## config.mk

```make
export PLATFORM = sky130hd
export DESIGN_NAME = draw_scheduler_flat
export DESIGN_NICKNAME = d
export VERILOG_FILES = /design/src/rtl/draw_scheduler_if.sv /design/src/rtl/draw_scheduler.sv /design/src/flat_wrapper.sv
export SDC_FILE = /design/constraint.sdc
export NUM_CORES = 1
export LEC_CHECK = 0
export BUFFER_PORTS_ARGS = -buffer_cell sky130_fd_sc_hd__buf_2
export CORE_ASPECT_RATIO = 0.9
export CORE_MARGIN = 10
export CORE_UTILIZATION = 49
export CTS_CLUSTER_DIAMETER = 120
export DETAILED_ROUTE_END_ITERATION = 12
export GPL_TIMING_DRIVEN = 0
export PLACE_DENSITY_LB_ADDON = 0.12
export SKIP_CTS_REPAIR_TIMING = 1
export SLEW_MARGIN = 20
export SYNTH_ARGS = -nofsm -noshare
export SYNTH_HDL_FRONTEND = slang
export SYNTH_SLANG_ARGS = --single-unit
```

## constraint.sdc

```tcl
create_clock -name clk -period 3 [get_ports clk]
set_clock_uncertainty 0.1 [all_clocks]
set_input_delay 0.45 -clock clk [delete_from_list [all_inputs] [get_ports clk]]
set_output_delay 0.45 -clock clk [all_outputs]
set_load 0.02 [all_outputs]
```

## src/rtl/draw_scheduler_if.sv

```systemverilog
// Bundle of the scheduler's control, drawer-handshake and VGA write-port
// signals. The scheduler is the master; the drawers, the game FSM and
// VGAdraw are seen through the slave modport.
interface draw_scheduler_if #(
  parameter int NUM_SYM = 3
);
  // Game FSM side
  logic                   go;
  logic [17:0]            cell_map;
  logic                   busy;
  logic                   frame_done;

  // Background drawer
  logic                   bg_start;
  logic                   bg_done;
  logic [7:0]             bg_x;
  logic [6:0]             bg_y;
  logic [2:0]             bg_colour;
  logic                   bg_we;

  // Symbol drawers, drawer i in slice i of each packed vector
  logic [NUM_SYM-1:0]     sym_start;
  logic [7:0]             sym_ox;
  logic [6:0]             sym_oy;
  logic [NUM_SYM-1:0]     sym_done;
  logic [8*NUM_SYM-1:0]   sym_x;
  logic [7*NUM_SYM-1:0]   sym_y;
  logic [3*NUM_SYM-1:0]   sym_colour;
  logic [NUM_SYM-1:0]     sym_we;

  // VGA write port
  logic [7:0]             x;
  logic [6:0]             y;
  logic [2:0]             colour;
  logic                   writeEn;

  modport master (
    input  go, cell_map,
    input  bg_done, bg_x, bg_y, bg_colour, bg_we,
    input  sym_done, sym_x, sym_y, sym_colour, sym_we,
    output busy, frame_done, bg_start, sym_start, sym_ox, sym_oy,
    output x, y, colour, writeEn
  );

  modport slave (
    output go, cell_map,
    output bg_done, bg_x, bg_y, bg_colour, bg_we,
    output sym_done, sym_x, sym_y, sym_colour, sym_we,
    input  busy, frame_done, bg_start, sym_start, sym_ox, sym_oy,
    input  x, y, colour, writeEn
  );
endinterface

```

## src/rtl/draw_scheduler.sv

```systemverilog
// Board redraw sequencer: runs the background drawer, then walks the 3x3
// symbol grid row-major, starting the drawer named by each cell's id at
// the cell origin, and muxes the active drawer onto the VGA write port.
module draw_scheduler #(
  parameter int ORIGIN_X = 50,
  parameter int ORIGIN_Y = 30,
  parameter int PITCH    = 20,
  parameter int NUM_SYM  = 3
) (
  input  logic             clk,
  input  logic             reset,
  draw_scheduler_if.master bus
);

  typedef enum logic [2:0] {
    IDLE       = 3'd0,
    BG_START   = 3'd1,
    BG_WAIT    = 3'd2,
    CELL_CHECK = 3'd3,
    SYM_START  = 3'd4,
    SYM_WAIT   = 3'd5,
    DONE       = 3'd6
  } state_t;

  // Origins are accumulated modulo the port widths, which matches the
  // truncation of ORIGIN + index * PITCH without any multiply or divide.
  localparam logic [7:0]         ORG_X  = 8'(ORIGIN_X);
  localparam logic [6:0]         ORG_Y  = 7'(ORIGIN_Y);
  localparam logic [7:0]         STEP_X = 8'(PITCH);
  localparam logic [6:0]         STEP_Y = 7'(PITCH);
  localparam logic [NUM_SYM-1:0] ONE    = NUM_SYM'(1);

  // Sequencer state
  state_t             state_q, state_d;
  logic [3:0]         k_q, k_d;          // cell index 0..8
  logic [1:0]         col_q, col_d;      // k % 3, tracked alongside k
  logic [17:0]        snap_q, snap_d;    // cell_map captured at go
  logic [1:0]         id_q, id_d;        // drawer of the current cell

  // Registered outputs
  logic [7:0]         sym_ox_q, sym_ox_d;
  logic [6:0]         sym_oy_q, sym_oy_d;
  logic               busy_q, busy_d;
  logic               frame_done_q, frame_done_d;
  logic               bg_start_q, bg_start_d;
  logic [NUM_SYM-1:0] sym_start_q, sym_start_d;
  logic [7:0]         x_q, x_d;
  logic [6:0]         y_q, y_d;
  logic [2:0]         colour_q, colour_d;
  logic               we_q, we_d;

  // Decoded helpers
  logic [1:0]         cell_id;
  logic               cell_drawn;
  logic               last_cell;
  logic [NUM_SYM-1:0] grant_mask;
  logic               grant_done;
  logic               advance;

  // Decode the current cell and the granted drawer's done flag.
  always_comb begin
    cell_id    = snap_q[{k_q, 1'b0} +: 2];
    cell_drawn = (int'(cell_id) < NUM_SYM);
    last_cell  = (k_q == 4'd8);
    grant_mask = ONE << id_q;
    grant_done = |(bus.sym_done & grant_mask);
  end

  // Next-state, cell walk and registered control outputs.
  always_comb begin
    // NOTE: every signal gets a default first so no branch can infer a latch.
    state_d  = state_q;
    k_d      = k_q;
    col_d    = col_q;
    snap_d   = snap_q;
    id_d     = id_q;
    sym_ox_d = sym_ox_q;
    sym_oy_d = sym_oy_q;
    advance  = 1'b0;

    unique case (state_q)
      IDLE: begin
        if (bus.go) begin
          snap_d   = bus.cell_map;
          k_d      = 4'd0;
          col_d    = 2'd0;
          sym_ox_d = ORG_X;
          sym_oy_d = ORG_Y;
          state_d  = BG_START;
        end
      end
      BG_START: state_d = BG_WAIT;
      BG_WAIT: begin
        if (bus.bg_done) state_d = CELL_CHECK;
      end
      CELL_CHECK: begin
        if (cell_drawn) begin
          id_d    = cell_id;
          state_d = SYM_START;
        end else if (last_cell) begin
          state_d = DONE;
        end else begin
          advance = 1'b1;
        end
      end
      SYM_START: state_d = SYM_WAIT;
      SYM_WAIT: begin
        // Done is only looked at here, so a done raised alongside the
        // start pulse is never seen.
        if (grant_done) begin
          if (last_cell) begin
            state_d = DONE;
          end else begin
            advance = 1'b1;
            state_d = CELL_CHECK;
          end
        end
      end
      DONE:    state_d = IDLE;
      default: state_d = IDLE;
    endcase

    // Step to the next cell: move right one pitch, or wrap to the next row.
    if (advance) begin
      k_d = k_q + 4'd1;
      if (col_q == 2'd2) begin
        col_d    = 2'd0;
        sym_ox_d = ORG_X;
        sym_oy_d = sym_oy_q + STEP_Y;
      end else begin
        col_d    = col_q + 2'd1;
        sym_ox_d = sym_ox_q + STEP_X;
      end
    end

    // Outputs follow the state being entered, so they are flop-driven.
    busy_d       = (state_d != IDLE);
    frame_done_d = (state_d == DONE);
    bg_start_d   = (state_d == BG_START);
    sym_start_d  = (state_d == SYM_START) ? (ONE << id_d) : '0;
  end

  // Pixel mux: the granted stream is registered onto the VGA port.
  always_comb begin
    x_d      = 8'd0;
    y_d      = 7'd0;
    colour_d = 3'd0;
    we_d     = 1'b0;
    if (state_q == BG_WAIT) begin
      x_d      = bus.bg_x;
      y_d      = bus.bg_y;
      colour_d = bus.bg_colour;
      we_d     = bus.bg_we;
    end else if (state_q == SYM_WAIT) begin
      x_d      = 8'(bus.sym_x      >> (8 * int'(id_q)));
      y_d      = 7'(bus.sym_y      >> (7 * int'(id_q)));
      colour_d = 3'(bus.sym_colour >> (3 * int'(id_q)));
      we_d     = |(bus.sym_we & grant_mask);
    end
  end

  // State and output registers; reset aborts any redraw silently.
  always_ff @(posedge clk or posedge reset) begin
    if (reset) begin
      state_q      <= IDLE;
      k_q          <= 4'd0;
      col_q        <= 2'd0;
      snap_q       <= 18'd0;
      id_q         <= 2'd0;
      sym_ox_q     <= 8'd0;
      sym_oy_q     <= 7'd0;
      busy_q       <= 1'b0;
      frame_done_q <= 1'b0;
      bg_start_q   <= 1'b0;
      sym_start_q  <= '0;
      x_q          <= 8'd0;
      y_q          <= 7'd0;
      colour_q     <= 3'd0;
      we_q         <= 1'b0;
    end else begin
      // NOTE: non-blocking so every flop samples pre-edge values together.
      state_q      <= state_d;
      k_q          <= k_d;
      col_q        <= col_d;
      snap_q       <= snap_d;
      id_q         <= id_d;
      sym_ox_q     <= sym_ox_d;
      sym_oy_q     <= sym_oy_d;
      busy_q       <= busy_d;
      frame_done_q <= frame_done_d;
      bg_start_q   <= bg_start_d;
      sym_start_q  <= sym_start_d;
      x_q          <= x_d;
      y_q          <= y_d;
      colour_q     <= colour_d;
      we_q         <= we_d;
    end
  end

  assign bus.busy       = busy_q;
  assign bus.frame_done = frame_done_q;
  assign bus.bg_start   = bg_start_q;
  assign bus.sym_start  = sym_start_q;
  assign bus.sym_ox     = sym_ox_q;
  assign bus.sym_oy     = sym_oy_q;
  assign bus.x          = x_q;
  assign bus.y          = y_q;
  assign bus.colour     = colour_q;
  assign bus.writeEn    = we_q;

endmodule

```

## src/flat_wrapper.sv

```systemverilog
// flat-port wrapper written by rule: the top's interface ports become plain ports
module draw_scheduler_flat 
#(
  parameter int ORIGIN_X = 50,
  parameter int ORIGIN_Y = 30,
  parameter int PITCH    = 20,
  parameter int NUM_SYM  = 3
)
  (clk, reset, bus_go, bus_cell_map, bus_bg_done, bus_bg_x, bus_bg_y, bus_bg_colour, bus_bg_we, bus_sym_done, bus_sym_x, bus_sym_y, bus_sym_colour, bus_sym_we, bus_busy, bus_frame_done, bus_bg_start, bus_sym_start, bus_sym_ox, bus_sym_oy, bus_x, bus_y, bus_colour, bus_writeEn);
  draw_scheduler_if #(.NUM_SYM(NUM_SYM)) bus_i ();
  input  logic clk;
  input  logic reset;
  input wire logic [$bits(bus_i.go)-1:0] bus_go;
  input wire logic [$bits(bus_i.cell_map)-1:0] bus_cell_map;
  input wire logic [$bits(bus_i.bg_done)-1:0] bus_bg_done;
  input wire logic [$bits(bus_i.bg_x)-1:0] bus_bg_x;
  input wire logic [$bits(bus_i.bg_y)-1:0] bus_bg_y;
  input wire logic [$bits(bus_i.bg_colour)-1:0] bus_bg_colour;
  input wire logic [$bits(bus_i.bg_we)-1:0] bus_bg_we;
  input wire logic [$bits(bus_i.sym_done)-1:0] bus_sym_done;
  input wire logic [$bits(bus_i.sym_x)-1:0] bus_sym_x;
  input wire logic [$bits(bus_i.sym_y)-1:0] bus_sym_y;
  input wire logic [$bits(bus_i.sym_colour)-1:0] bus_sym_colour;
  input wire logic [$bits(bus_i.sym_we)-1:0] bus_sym_we;
  output wire logic [$bits(bus_i.busy)-1:0] bus_busy;
  output wire logic [$bits(bus_i.frame_done)-1:0] bus_frame_done;
  output wire logic [$bits(bus_i.bg_start)-1:0] bus_bg_start;
  output wire logic [$bits(bus_i.sym_start)-1:0] bus_sym_start;
  output wire logic [$bits(bus_i.sym_ox)-1:0] bus_sym_ox;
  output wire logic [$bits(bus_i.sym_oy)-1:0] bus_sym_oy;
  output wire logic [$bits(bus_i.x)-1:0] bus_x;
  output wire logic [$bits(bus_i.y)-1:0] bus_y;
  output wire logic [$bits(bus_i.colour)-1:0] bus_colour;
  output wire logic [$bits(bus_i.writeEn)-1:0] bus_writeEn;
  assign bus_i.go = bus_go;
  assign bus_i.cell_map = bus_cell_map;
  assign bus_i.bg_done = bus_bg_done;
  assign bus_i.bg_x = bus_bg_x;
  assign bus_i.bg_y = bus_bg_y;
  assign bus_i.bg_colour = bus_bg_colour;
  assign bus_i.bg_we = bus_bg_we;
  assign bus_i.sym_done = bus_sym_done;
  assign bus_i.sym_x = bus_sym_x;
  assign bus_i.sym_y = bus_sym_y;
  assign bus_i.sym_colour = bus_sym_colour;
  assign bus_i.sym_we = bus_sym_we;
  assign bus_busy = bus_i.busy;
  assign bus_frame_done = bus_i.frame_done;
  assign bus_bg_start = bus_i.bg_start;
  assign bus_sym_start = bus_i.sym_start;
  assign bus_sym_ox = bus_i.sym_ox;
  assign bus_sym_oy = bus_i.sym_oy;
  assign bus_x = bus_i.x;
  assign bus_y = bus_i.y;
  assign bus_colour = bus_i.colour;
  assign bus_writeEn = bus_i.writeEn;
  draw_scheduler #(.ORIGIN_X(ORIGIN_X), .ORIGIN_Y(ORIGIN_Y), .PITCH(PITCH), .NUM_SYM(NUM_SYM)) u_core (.clk(clk), .reset(reset), .bus(bus_i));
endmodule
```

==> metrics.txt <==
Seq/Total Area, Yosys=roughly 50%; FF/Latch Area=~1700 um^2; worst slew pin tran=0.718 ns; Max Root-Sink Buffers=2; Root Buffer=clkbuf_8; status=complete, no violations; Setup Viol. Count Final=0; Num CTS Buffers=9; Final Hold Slack=0.199 ns; synthesized area=3500 um^2; Seq pwr share=35.0%; Post-synth EDFFs=0; Distinct cells, synth=between 50 and 60; cell area power density=roughly 870 nW/um^2; fill count=between 600 and 700; CP Launch Type=flop; Die Area=roughly 11000 um^2; synth cell count leaders=82 x nand2_1, 68 x dfrtp_1, 26 x mux2i_1, 25 x a22o_1, 24 x o21ai_0; Hold Vio Cnt, Final=0; PortBufs=139; Top Layer Used=met5; CP arrival=~2.6 ns; first-pass GRT wire length=between 15000 and 20000 um; Comb power frac=between 40% and 50%; layout net count=roughly 610; routed len/inst=between 15 and 20 um; Max-slew headroom=between 50% and 60%; part of the cycle the worst path needs=about four fifths; RSZ-0062 raised after global routing=no; layout cell share with drive strength beyond 1=between 30% and 40%; slowest cell on the critical path=dfrtp_1; Fmax=~410 MHz; worst-skew pair later-pin latency=between 0.3 and 0.4 ns; Max-Cap Viols=0; Non-Filler Instances=600; DRC=0; clock sink total=68; Avg Inst Size Synth=about 10 um^2; Synthesis Warnings=0; Worst VDD drop=approximately 0.00052 V; Max Fanout on Critical Path=10; First-pass DRT Iterations=4; CP Cell Sequence=buf_6 > nor4b_1 > nand2_1 > o31ai_4 > nand2_1 > o31a_1 > a22o_1; htree depth=3; Max Slew Vio Count=0; Multi-input gate area=1650 um^2; Async S/R FF share, synth=100%; dpl cells=about 600; Worst-path clk slew=0.07 ns; met3 wire len=roughly 1000 um; Most used DFF post-synth=dfrtp_1; Crit Path Class=flop to flop; met2 wire len=roughly 4600 um; largest net degree at the start of global routing=50; die span in y=~100 um; Initial DRC Count=a little over 60; Final min period=roughly 2.4 ns; Pint=around 0.0023 W; CTS tree=built; Mapped Nets=456; CP max stage delay=approximately 0.46 ns; post-route ant nets=0; Crit. End Element=flop; Synth top area share=a little under 50%; gpl congestion=roughly 0.81; Worst EP required=between 3 and 4 ns; most used cell, CP=nand2_1; P_sw=around 0.0016 W; synth top area cells=dfrtp_1 49%, nand2_1 8.8%, mux2i_1 7.4%; FF+latch count, synth=between 60 and 70; fraction of power spent switching nets=around two fifths; core area=approximately 7000 um^2; critical path launch point=u_core.k_q[2]$_DFFE_PP0P_; final core occ=between 60% and 70%; number of global-route vias before repair=3252; total track usage=between 15 and 20%; Post-Synthesis Cells=351; R2R Path Start=u_core.k_q[2]$_DFFE_PP0P_; Area growth, synth to finish=29.0%; initial antenna violation count=1; Worst Hold Launch=bus_cell_map[11]; grt ovf=0; cell taking the most area after synthesis=dfrtp_1; clock share of power=16.0%; Die X=around 110 um; WL met1=just under 4000 um; hpwl dp=between 7000 and 8000 um; # rows=29; via count=3054; worst min path class=input pin to flop; Pleak=2.34 nW; vias per cell=between 5 and 6; Starting Density=approximately half; num ports=141; most common cell in the synthesized netlist=nand2_1; routed wire length=around 9500 um
[per-stage QoR]
| stage | cell area [um^2] | total power (W) | setup TNS (ns) | setup WS (ns) |
|---|---|---|---|---|
| 3_3_place_gp | 4320 | 0.00330 | -6.21 | -0.0951 |
| 5_1_grt | 4520 | 0.00426 | 0 | 0.510 |
| 6_report | 4520 | 0.00395 | 0 | 0.580 |
| 2_1_floorplan | 3500 | 0.00279 | 0 | 0.738 |
| 3_5_place_dp | 4350 | 0.00335 | 0 | 0.611 |
| 4_1_cts | 4510 | 0.00399 | 0 | 0.603 |
[layer usage]
layer  vias up  GRT usage (%)
met5         -              0
met4         2           6.69
met3         6           8.39
met2       111           29.0
met1      1412           19.9
li1       1523              -
[registers in the layout (all words and copies together) (netlist names)]
| name | flops |
|---|---|
| u_core.bus.bg_start | 1 |
| u_core.bus.busy | 1 |
| u_core.bus.colour | 3 |
| u_core.bus.frame_done | 1 |
| u_core.bus.sym_ox | 7 |
| u_core.bus.sym_oy | 7 |
| u_core.bus.sym_start | 3 |
| u_core.bus.writeEn | 1 |
| u_core.bus.x | 8 |
| u_core.bus.y | 7 |
| u_core.col_q | 2 |
| u_core.id_q | 2 |
| u_core.k_q | 4 |
| u_core.snap_q | 18 |
| u_core.state_q | 3 |
[logic make-up (layout without fill, tap and decap cells)]
| logic type | count (synthesis) | in the layout | share of synthesized area (%) |
|---|---|---|---|
| fa+ha+maj | 4 | 4 | 1.43 |
| simple gates | 133 | 133 | 17.2 |
| xor+xnor | 8 | 8 | 2.00 |
| other cells | 1 | 2 | 0.107 |
| flops | 68 | 68 | 48.6 |
| mux | 29 | 29 | 9.03 |
| compound gates | 77 | 77 | 17.2 |
| buf+inv | 31 | 186 | 4.46 |
[area by class of cell]
type / count / share of cell area [%]
Multi-Input combinational cell: 252 / 36.5
Timing Repair Buffer: 141 / 16.2
Buffer: 22 / 2.71
Clock buffer: 11 / 3.13
Tap cell: 93 / 2.57
Clock inverter: 3 / 0.332
Inverter: 9 / 0.803
Sequential cell: 68 / 37.6
Antenna cell: 1 / 0.0554
[power groups by stage]
stage / sequential [W] / combinational [W] / clock [W]
2_1_floorplan: 0.00155 / 0.00124 / 0
3_3_place_gp: 0.00139 / 0.00191 / 0
3_5_place_dp: 0.00140 / 0.00195 / 0
4_1_cts: 0.00139 / 0.00195 / 0.000652
5_1_grt: 0.00143 / 0.00214 / 0.000691
6_report: 0.00138 / 0.00193 / 0.000633
[final timing paths]
path | slack, ns | to | cells after the start
max in group asynchronous | 1.78 | u_core.bus.sym_start[2]$_DFF_PP0_ | 4
max | 0.58 | u_core.bus.sym_oy[6]$_DFF_PP0_ | 7
max reg2reg | 0.58 | u_core.bus.sym_oy[6]$_DFF_PP0_ | 7
min | 0.20 | u_core.snap_q[11]$_DFFE_PP0P_ | 3
min in group asynchronous | 0.50 | u_core.bus.y[5]$_DFF_PP0_ | 3
min reg2reg | 0.36 | u_core.bus.sym_oy[1]$_DFFE_PP0P_ | 1
[cell usage in the layout (no fill, tap or decap), types with 3 or more instances in the layout]
master	Yosys	layout
xor2_1	3	3
buf_6	3	3
ha_1	4	4
nand2b_1	5	5
nand3_1	5	5
a22o_1	25	25
inv_1	9	8
xnor2_1	5	5
clkbuf_8	1	11
nand2_1	82	82
buf_2	0	139
dfrtp_1	68	68
o21ai_0	24	24
clkinv_2	0	3
nor2_1	14	14
a31oi_1	4	4
nor2b_1	7	7
a21oi_1	5	5
clkbuf_1	14	15
nor4_1	3	3
and2_2	3	3
mux2i_1	26	26
[worst max-delay path: cells and delay by family (launching register included)]
kind | cells | cell delay, ns
AND/OR/NAND/NOR | 3 | 0.80
AO/OA/AOI/OAI | 3 | 0.77
flip-flops | 1 | 0.46
buffers and inverters | 1 | 0.17
Power figures use the tool's default switching activity.
